**config.mk**
```make
export PLATFORM = sky130hd
export DESIGN_NAME = fifo_param
export DESIGN_NICKNAME = d
export VERILOG_FILES = /design/src/rtl/fifo_param.sv
export SDC_FILE = /design/constraint.sdc
export NUM_CORES = 1
export LEC_CHECK = 0
export ABC_AREA = 1
export ABC_CLOCK_PERIOD_IN_PS = 6700
export CELL_PAD_IN_SITES_DETAIL_PLACEMENT = 2
export CELL_PAD_IN_SITES_GLOBAL_PLACEMENT = 2
export CORE_ASPECT_RATIO = 0.75
export CORE_UTILIZATION = 46
export CTS_BUF_LIST = sky130_fd_sc_hd__clkbuf_8
export DETAILED_ROUTE_END_ITERATION = 16
export DONT_BUFFER_PORTS = 1
export PLACE_DENSITY = 0.91
export SETUP_SLACK_MARGIN = 0.05
export SYNTH_ARGS = -nofsm -noshare
export SYNTH_HDL_FRONTEND = slang
export SYNTH_SLANG_ARGS = --single-unit
```
**constraint.sdc**
```tcl
create_clock -name clk -period 6.7 [get_ports clk]
set_clock_uncertainty 0.1 [all_clocks]
set_input_delay 1.34 -clock clk [delete_from_list [all_inputs] [get_ports clk]]
set_output_delay 1.34 -clock clk [all_outputs]
set_load 0.01 [all_outputs]
```
**src/rtl/fifo_param.sv**
```systemverilog
// fifo_param: parametrised synchronous FIFO for one virtual channel.
// The depth does not have to be a power of two. The read port is
// registered and has a valid strobe. The block also provides an
// occupancy count, programmable almost-empty and almost-full flags,
// sticky overrun and underrun errors, and a peak-occupancy watermark.
`timescale 1ns/1ps

module fifo_param #(
    parameter int BW    = 6,  // data width in bits
    parameter int DEPTH = 8,  // number of entries, 2..2**AW
    parameter int AW    = 3   // pointer width; count width is AW+1
) (
    input  logic          clk,
    input  logic          reset_L,
    input  logic          fifo_wr,
    input  logic [BW-1:0] fifo_data_in,
    input  logic          fifo_rd,
    input  logic [AW:0]   umbral_bajo,
    input  logic [AW:0]   umbral_alto,
    input  logic          err_clr,
    output logic [BW-1:0] fifo_data_out,
    output logic          fifo_valid,
    output logic [AW:0]   fifo_fill,
    output logic [AW:0]   fifo_max_fill,
    output logic          fifo_full,
    output logic          fifo_empty,
    output logic          fifo_almost_full,
    output logic          fifo_almost_empty,
    output logic          overrun_err,
    output logic          underrun_err,
    output logic          error_output
);

    // Highest legal pointer value. A pointer wraps here, not at 2**AW.
    localparam logic [AW-1:0] LAST_IDX   = AW'(DEPTH - 1);
    // Occupancy value that means "completely full".
    localparam logic [AW:0]   DEPTH_FILL = (AW + 1)'(DEPTH);

    // ------------------------------------------------------------------
    // State
    // ------------------------------------------------------------------
    logic [BW-1:0] mem [DEPTH];

    logic [AW-1:0] wr_ptr_q;
    logic [AW-1:0] rd_ptr_q;
    logic [AW:0]   fill_q;
    logic [AW:0]   max_fill_q;
    logic          overrun_q;
    logic          underrun_q;
    logic [BW-1:0] data_out_q;
    logic          valid_q;

    // ------------------------------------------------------------------
    // Request qualification
    // ------------------------------------------------------------------
    logic          full;
    logic          empty;
    logic          rd_ok;
    logic          wr_ok;
    logic          overrun_set;
    logic          underrun_set;
    logic [AW-1:0] wr_ptr_inc;
    logic [AW-1:0] rd_ptr_inc;
    logic [AW:0]   fill_d;

    assign full  = (fill_q == DEPTH_FILL);
    assign empty = (fill_q == '0);

    // A read frees a slot in the same cycle. This lets a full FIFO accept
    // a write together with a read. An empty FIFO never passes write data
    // straight through to the read port.
    assign rd_ok = fifo_rd & ~empty;
    assign wr_ok = fifo_wr & (~full | rd_ok);

    assign overrun_set  = fifo_wr & ~wr_ok;
    assign underrun_set = fifo_rd & ~rd_ok;

    // The pointers wrap explicitly at DEPTH-1. This works for any depth,
    // including depths that are not powers of two.
    assign wr_ptr_inc = (wr_ptr_q == LAST_IDX) ? '0 : wr_ptr_q + 1'b1;
    assign rd_ptr_inc = (rd_ptr_q == LAST_IDX) ? '0 : rd_ptr_q + 1'b1;

    // Next occupancy: increases on a write alone, decreases on a read alone.
    always_comb begin
        // NOTE: every signal driven here gets a default first, so no path
        // leaves it unassigned and no latch is inferred.
        fill_d = fill_q;
        case ({wr_ok, rd_ok})
            2'b10:   fill_d = fill_q + 1'b1;
            2'b01:   fill_d = fill_q - 1'b1;
            default: fill_d = fill_q;
        endcase
    end

    // ------------------------------------------------------------------
    // Storage
    // ------------------------------------------------------------------
    // Write port of the data array. No write happens while reset_L is low.
    always_ff @(posedge clk) begin
        // NOTE: the data array has no reset. An entry is never read before
        // it has been written, and leaving out the reset keeps the array
        // mappable to plain RAM.
        if (reset_L && wr_ok) begin
            mem[wr_ptr_q] <= fifo_data_in;
        end
    end

    // Pointer, occupancy and registered read-port state.
    always_ff @(posedge clk or negedge reset_L) begin
        if (!reset_L) begin
            // NOTE: sequential state is updated with non-blocking
            // assignments only. With a full FIFO doing a read and a write
            // in the same cycle, the read then returns the old entry and
            // the write replaces it.
            wr_ptr_q   <= '0;
            rd_ptr_q   <= '0;
            fill_q     <= '0;
            data_out_q <= '0;
            valid_q    <= 1'b0;
        end else begin
            fill_q  <= fill_d;
            valid_q <= rd_ok;
            if (wr_ok) begin
                wr_ptr_q <= wr_ptr_inc;
            end
            if (rd_ok) begin
                rd_ptr_q   <= rd_ptr_inc;
                data_out_q <= mem[rd_ptr_q];
            end
        end
    end

    // Sticky error flags. A new error in the same cycle as err_clr wins.
    always_ff @(posedge clk or negedge reset_L) begin
        if (!reset_L) begin
            overrun_q  <= 1'b0;
            underrun_q <= 1'b0;
        end else begin
            overrun_q  <= (overrun_q  & ~err_clr) | overrun_set;
            underrun_q <= (underrun_q & ~err_clr) | underrun_set;
        end
    end

    // Peak-occupancy watermark. err_clr restarts it from the current fill.
    always_ff @(posedge clk or negedge reset_L) begin
        if (!reset_L) begin
            max_fill_q <= '0;
        end else if (err_clr) begin
            max_fill_q <= fill_q;
        end else if (fill_d > max_fill_q) begin
            max_fill_q <= fill_d;
        end
    end

    // ------------------------------------------------------------------
    // Outputs
    // ------------------------------------------------------------------
    // Status flags come straight from the fill register and the live
    // threshold inputs, so a threshold change takes effect at once.
    assign fifo_fill         = fill_q;
    assign fifo_max_fill     = max_fill_q;
    assign fifo_full         = full;
    assign fifo_empty        = empty;
    assign fifo_almost_full  = (fill_q >= umbral_alto);
    assign fifo_almost_empty = (fill_q <= umbral_bajo);
    assign fifo_data_out     = data_out_q;
    assign fifo_valid        = valid_q;
    assign overrun_err       = overrun_q;
    assign underrun_err      = underrun_q;
    assign error_output      = overrun_q | underrun_q;

endmodule

```
==> results.yml, run 1 <==
synth:
  yosysTopAreaCellShare: 0.419
  synth_top_area_cell: "edfxtp_1"
  synth_warnings: 0
  synth_flop_cell: "edfxtp_1"
  synth_common_cells: "48 x edfxtp_1, 47 x nor2_1, 46 x nand2_1, 37 x inv_1"
  yosys.cell_types.count: 31
  synth_edf_count: 48
  synthArstFlopShare: 0.324
  syn-num-nets: 371
  ys_seq_area_frac: 0.586
  yosysMostFrequentCell: "edfxtp_1"
  syn_avg_cell_area_sq_um: 10.3
  syn_inst: 333
  synth.area.top_cells: "edfxtp_1 42%, dfrtp_1 17%, ha_1 6.5%, nor2_1 5.1%, nand2_1 5.0%"
  synth_seq_cells: 71
  synth_area_sq_um: 3440
min_path:
  hold_class: "flip-flop to flip-flop"
  min_path_cells: 2
worst_setup_path:
  required_ns: 6.88
  critPathCaptureType: "flip-flop"
  r2r_cells: 20
  worstSetupStartpointType: "input pin"
  cp_max_fo: 7
  crit_type: "input pin to flip-flop"
  arrival_ns: 4.10
sta:
  slew_violations: 0
  fmax_mhz: 255
  hold_viol: 0
  post-route-period-util: 0.585
  tightest_slew_ns: 0.996
  layout_min_cycle_time_ns: 3.92
  final-setup-viol-count: 0
  fin_ws_ns: 2.78
  rsz0062_at_grt: "no"
  tns_ns: 0
  max-slew-margin-rel: 0.336
place:
  dp_hpwl_mm: 7.33
  placed_cell_area_sq_um: 3510
  gp_routability_congestion: 0.761
  pre_cts_slack_ns: 2.50
  port_buffers: 0
floorplanning:
  die_width_um: 102
  io_pins: 41
  core_sq_um: 7030
  die_y_um: 76.9
  fp-row-count: 26
  start_util: 0.490
  die_area_sq_um: 7830
global_routing:
  grt_pass1_wl_mm: 16.9
  gr-usage-all-layers: 0.306
  grt_start_max_net_pins: 27
  antenna_found_initial: 0
  grt_overflow: 0
  grt_pass1_vias: 2821
clock_tree:
  hold_buffers: 0
  clkLatencyLatePin_ns: 0.35
  numCtsBuffers: 9
  ctsRootBufferMaster: "clkbuf_8"
  post_cts_buffers: 0
  cts.htree.levels: 3
  cts_tree: "done"
  clock_sinks: 71
  clockBufferDepth: 2
  cts_resized: 0
  clkSlewWorstSetupHoldPaths_ns: 0.08
power_and_ir_drop:
  vdd_drop_max_mv: 0.151
  p_total_w: 0.00167
  p_leak_nw: 1.56
  p_per_area_nw_per_um2: 452
finish:
  drive_above_1_share: 0.112
  syn_to_final_growth_pct: 7.45
  final_util: 0.526
  postLayoutCellArea_sq_um: 3700
  nNetsFinal: 372
  diodes: 0
run:
  cap_violations: 0
drt:
  wirelength_mm: 10.8
  drt_iter0_markers: 145
  ant_nets: 0
  vias_per_cell: 5.65
  dr.pass1.iters: 4
  wl_per_cell_um: 24.8
  vias: 2468
  drc: 0
run_status:
  status: "finished clean"
==> worst max-delay path, cell delays in order <==
cell and delay, ns:
inv_1 0.09, nand3_2 0.21, inv_1 0.20, ha_1 0.31, nand3_1 0.14, nand4_1 0.17
nand2_1 0.16, nand2_2 0.06, nand2_2 0.05, nand2_2 0.07, ha_1 0.31, nand2_1 0.06
inv_1 0.07, nand2_1 0.06, nand2_1 0.06, nand2_1 0.13, nor2_1 0.33, nand3_1 0.16
nand2_1 0.12
==> path summary, 6_finish.rpt <==
kind	start	endpoint	slack [ns]
hold / removal	fifo_data_out[2]	fifo_data_out[2]	0.48
min in group asynchronous	reset_L	fifo_data_out[3]	0.58
hold reg to reg	fifo_data_out[2]	fifo_data_out[2]	0.48
setup / recovery	fifo_wr	fifo_max_fill[2]	2.78
max in group asynchronous	reset_L	fifo_data_out[4]	5.84
setup reg to reg	fifo_fill[1]	fifo_max_fill[2]	2.96
==> per-stage QoR <==
stage,hold slack [ns],std cells
after floorplan,0.414,333
final,0.478,437
after detailed placement,0.463,421
after global routing,0.515,437
after CTS,0.484,437
after global placement,0.441,421
==> cell type report <==
cell class	count	area (sq um)
clock buffer	9	124
clock inverter	7	63.8
fill	714	3330
inverter	42	158
multi-input combinational	210	1210
sequential	71	2020
tap	98	123
==> sequential cells by signal, summed over array words and instances (netlist names), 3 cells and up <==
signal / flops
fifo_data_out: 6
fifo_fill: 4
fifo_max_fill: 4
mem: 48
rd_ptr_q: 3
wr_ptr_q: 3
==> kinds of logic after synthesis <==
group | Yosys count | share of synthesized area
compound gates | 50 | 0.0847
xor+xnor | 1 | 0.00255
fa+ha+maj | 19 | 0.0713
buf+inv | 52 | 0.0615
flops | 71 | 0.586
simple gates | 140 | 0.194
==> report_power, final <==
part / internal [W] / switching (W)
logic: 0.000205 / 0.000407
registers: 0.000550 / 0.000171
clock network: 0.000169 / 0.000170
==> routing by layer <==
layer	GRT usage	share of wire
met5	0	0
met4	0.121	0.032
met3	0.0556	0.058
met2	0.496	0.48
met1	0.406	0.43
==> layout by cell type, fill, tap and decap left out <==
| cell type | netlist | layout |
|---|---|---|
| edfxtp_1 | 48 | 48 |
| nor2_1 | 47 | 47 |
| nand2_1 | 46 | 46 |
| inv_1 | 37 | 37 |
| nand3_1 | 23 | 23 |
| dfrtp_1 | 23 | 23 |
| o21ai_0 | 22 | 22 |
| ha_1 | 18 | 18 |
| o211ai_1 | 13 | 13 |
| nand2_2 | 10 | 10 |
| clkbuf_8 | 0 | 9 |
| o21ai_1 | 8 | 8 |
| inv_2 | 5 | 5 |
| nand3_2 | 3 | 3 |
| a21oi_1 | 3 | 3 |
| nor2_4 | 2 | 2 |
| and2_1 | 2 | 2 |
| nand4_1 | 2 | 2 |
| o22ai_1 | 2 | 2 |
| clkinv_2 | 0 | 2 |
| clkinv_1 | 0 | 2 |
| nor2_2 | 1 | 1 |
| nand2_4 | 1 | 1 |
| nand2_8 | 1 | 1 |
| nand3_4 | 1 | 1 |
| nand3b_1 | 1 | 1 |
| xnor2_1 | 1 | 1 |
| o32ai_1 | 1 | 1 |
| o21bai_1 | 1 | 1 |
| fa_1 | 1 | 1 |
| clkinv_4 | 0 | 1 |
| bufinv_16 | 0 | 1 |
| clkinvlp_4 | 0 | 1 |
Note: power is estimated with default switching activity, not from simulation.
==> run 2, diff against run 1 <==
- ABC_CLOCK_PERIOD_IN_PS: 6700 -> 3320
- CORE_UTILIZATION: 46 -> 38
- PLACE_DENSITY: 0.91 -> 0.81
- clock period: 6.7 -> 3.32 ns (I/O delays scaled with it)
==> run 2 against run 1 <==
Effect of this change:
- non-clock buffer count increased by 8
- routed wire length is 2.4% lower
- global-route usage shrank 6.5 points
- clock power grew 150%
- worst setup slack got worse by 2.6 ns
- via count is 1.6% higher
- the flow now finishes with violations (DRC)
- cell count rose by 4.1%
- sequential share of layout area down 2.3 points
- power rose by 120%
- combinational power up 130%
- worst hold slack lost 0.46 ns
==> results.yml, run 2 (same netlist as run 1, synthesis figures left out) <==
run_status:
  status: "finished, violations left"
  violations: "DRC"
drt:
  wl_per_cell_um: 23.2
  vias: 2507
  dr.pass1.iters: 10
  ant_nets: 0
  wirelength_mm: 10.6
  drt_iter0_markers: 133
  vias_per_cell: 5.51
  drc: 2
clock_tree:
  cts.htree.levels: 3
  clkSlewWorstSetupHoldPaths_ns: 0.08
  ctsRootBufferMaster: "clkbuf_8"
  cts_tree: "done"
  clkLatencyLatePin_ns: 0.35
  clockBufferDepth: 2
  clock_sinks: 71
  numCtsBuffers: 9
worst_setup_path:
  max_stage_delay_ns: 0.41
  crit_path_cell_trace: "nor2_2, nand2_4, nand3_4, inv_1, fa_1, xnor2_1, nand2_1, and2_1, ha_1, nand2_1, inv_1, nand2_1, nand2_1, nand2_2, nand3_1, nand2_1, inv_1, nand2_1"
  critPathCaptureType: "flip-flop"
  arrival_ns: 3.27
  crit_type: "flip-flop to flip-flop"
  cp_max_fo: 7
  r2r_cells: 18
  required_ns: 3.46
  critPathLaunch: "fifo_fill[2]"
  timing.rr.start: "fifo_fill[2]"
  crit_slowest_cell: "dfrtp_1"
  worstSetupStartpointType: "flip-flop"
  crit_top_cell: "nand2_1"
floorplanning:
  die_width_um: 112
  fp-row-count: 29
  start_util: 0.398
  io_pins: 41
  core_sq_um: 8640
  die_y_um: 84.4
  die_area_sq_um: 9440
finish:
  syn_to_final_growth_pct: 12.3
  largest_reg_flops: 48
  max_flop_register: "mem"
  register_area_sq_um: 2020
  diodes: 0
  multi_input_comb_area_sq_um: 1240
  layout_commonest_cell: "edfxtp_1"
  nNetsFinal: 380
  drive_above_1_share: 0.141
  final_cell_mix: "48 x edfxtp_1, 46 x nor2_1, 45 x nand2_1"
  filler_cell_count: 890
  instances_no_fill: 455
sta:
  rsz0062_at_grt: "no"
  slew_violations: 0
  max-slew-margin-rel: 0.401
  final-setup-viol-count: 0
  post-route-period-util: 0.944
  tightest_slew_ns: 0.899
  hold_ws_ns: 0.0221
  tns_ns: 0
  fmax_mhz: 319
  hold_viol: 0
  layout_min_cycle_time_ns: 3.13
power_and_ir_drop:
  p_leak_nw: 1.63
  sw_frac_of_total: 0.420
  vdd_drop_max_mv: 0.260
  p_per_area_nw_per_um2: 931
  p_int_w: 0.00209
  power_frac_clock: 0.233
  switchingPower_w: 0.00151
  p_seq_frac: 0.370
  pwr-share-comb: 0.397
global_routing:
  antenna_found_initial: 0
  grt_pass1_vias: 2843
  grt_pass1_wl_mm: 16.6
  grt_start_max_net_pins: 27
  gr-usage-all-layers: 0.241
  grt_overflow: 0
place:
  gp_routability_congestion: 0.773
  dp_cells: 436
  dp_hpwl_mm: 7.04
  port_buffers: 0
run:
  cap_violations: 0
min_path:
  hold_class: "input pin to asynchronous set/reset pin"
[run 2: layout make-up]
cell class | instances | share of cell area
inverter | 42 | 0.0408
multi-input combinational | 210 | 0.322
clock buffer | 9 | 0.0321
tap | 108 | 0.0350
sequential | 71 | 0.522
timing repair buffer | 8 | 0.0188
clock inverter | 7 | 0.0295
[run 2: path summary, 6_finish.rpt]
kind | to | slack [ns]
setup / recovery | fifo_max_fill[2] | 0.19
setup reg to reg | fifo_max_fill[2] | 0.19
hold reg to reg | fifo_data_out[2] | 0.46
min in group clk | mem[4][2] | 0.30
max in group asynchronous | wr_ptr_q[1] | 2.95
hold / removal | fifo_fill[3] | 0.02
[run 2: worst max-delay path: cells and delay by family, from the launching register on]
| kind | cells | cell delay, ns |
|---|---|---|
| XOR/XNOR | 1 | 0.22 |
| adder cells (fa/ha/maj) | 2 | 0.70 |
| AND/OR/NAND/NOR | 12 | 1.32 |
| buffers and inverters | 3 | 0.27 |
| flip-flops | 1 | 0.41 |
[run 2: routing by layer]
layer	global-route usage	up-vias	wire length [um]
met2	0.436	54	5510
met4	0.0786	0	202
met5	0	-	0
li1	-	1144	-
met1	0.289	1292	4470
met3	0.0455	17	371
[run 2: what timing repair did]
item / 4_1_cts / 5_1_grt
setup endpoints to repair: 4 / 4
resized for setup: 1 / 4
buffers inserted: 0 / 2
hold buffers: 1 / 0
endpoints found under the hold margin: 23 / 0
gates cloned: 0 / 0
pin swaps: 0 / 4
[run 2: per-stage QoR]
| stage | setup WS [ns] | utilization | power, W | instance area, sq um |
|---|---|---|---|---|
| 6_report | 0.186 | 0.447 | 0.00360 | 3860 |
| 5_1_grt | 0.0348 | 0.447 | 0.00383 | 3860 |
| 4_1_cts | 0.0720 | 0.442 | 0.00356 | 3820 |
| 3_5_place_dp | 0.0425 | 0.412 | 0.00266 | 3560 |
| 3_3_place_gp | 0.295 | 0.412 | 0.00252 | 3560 |
| 2_1_floorplan | 0.497 | - | 0.00222 | 3440 |
[run 2: power groups by stage]
stage / combinational [W] / clock (W) / sequential, W
final: 0.00143 / 0.000837 / 0.00133
after global routing: 0.00159 / 0.000888 / 0.00135
after CTS: 0.00139 / 0.000848 / 0.00133
after detailed placement: 0.00131 / 0 / 0.00135
after global placement: 0.00119 / 0 / 0.00133
after floorplan: 0.000922 / 0 / 0.00129
==> run 3, diff against run 2 <==
- CAP_MARGIN: default -> 20
- GPL_ROUTABILITY_DRIVEN: default -> 1
==> results of run 3 <==
Final layout, timing and power as in run 2 (identical DEF).
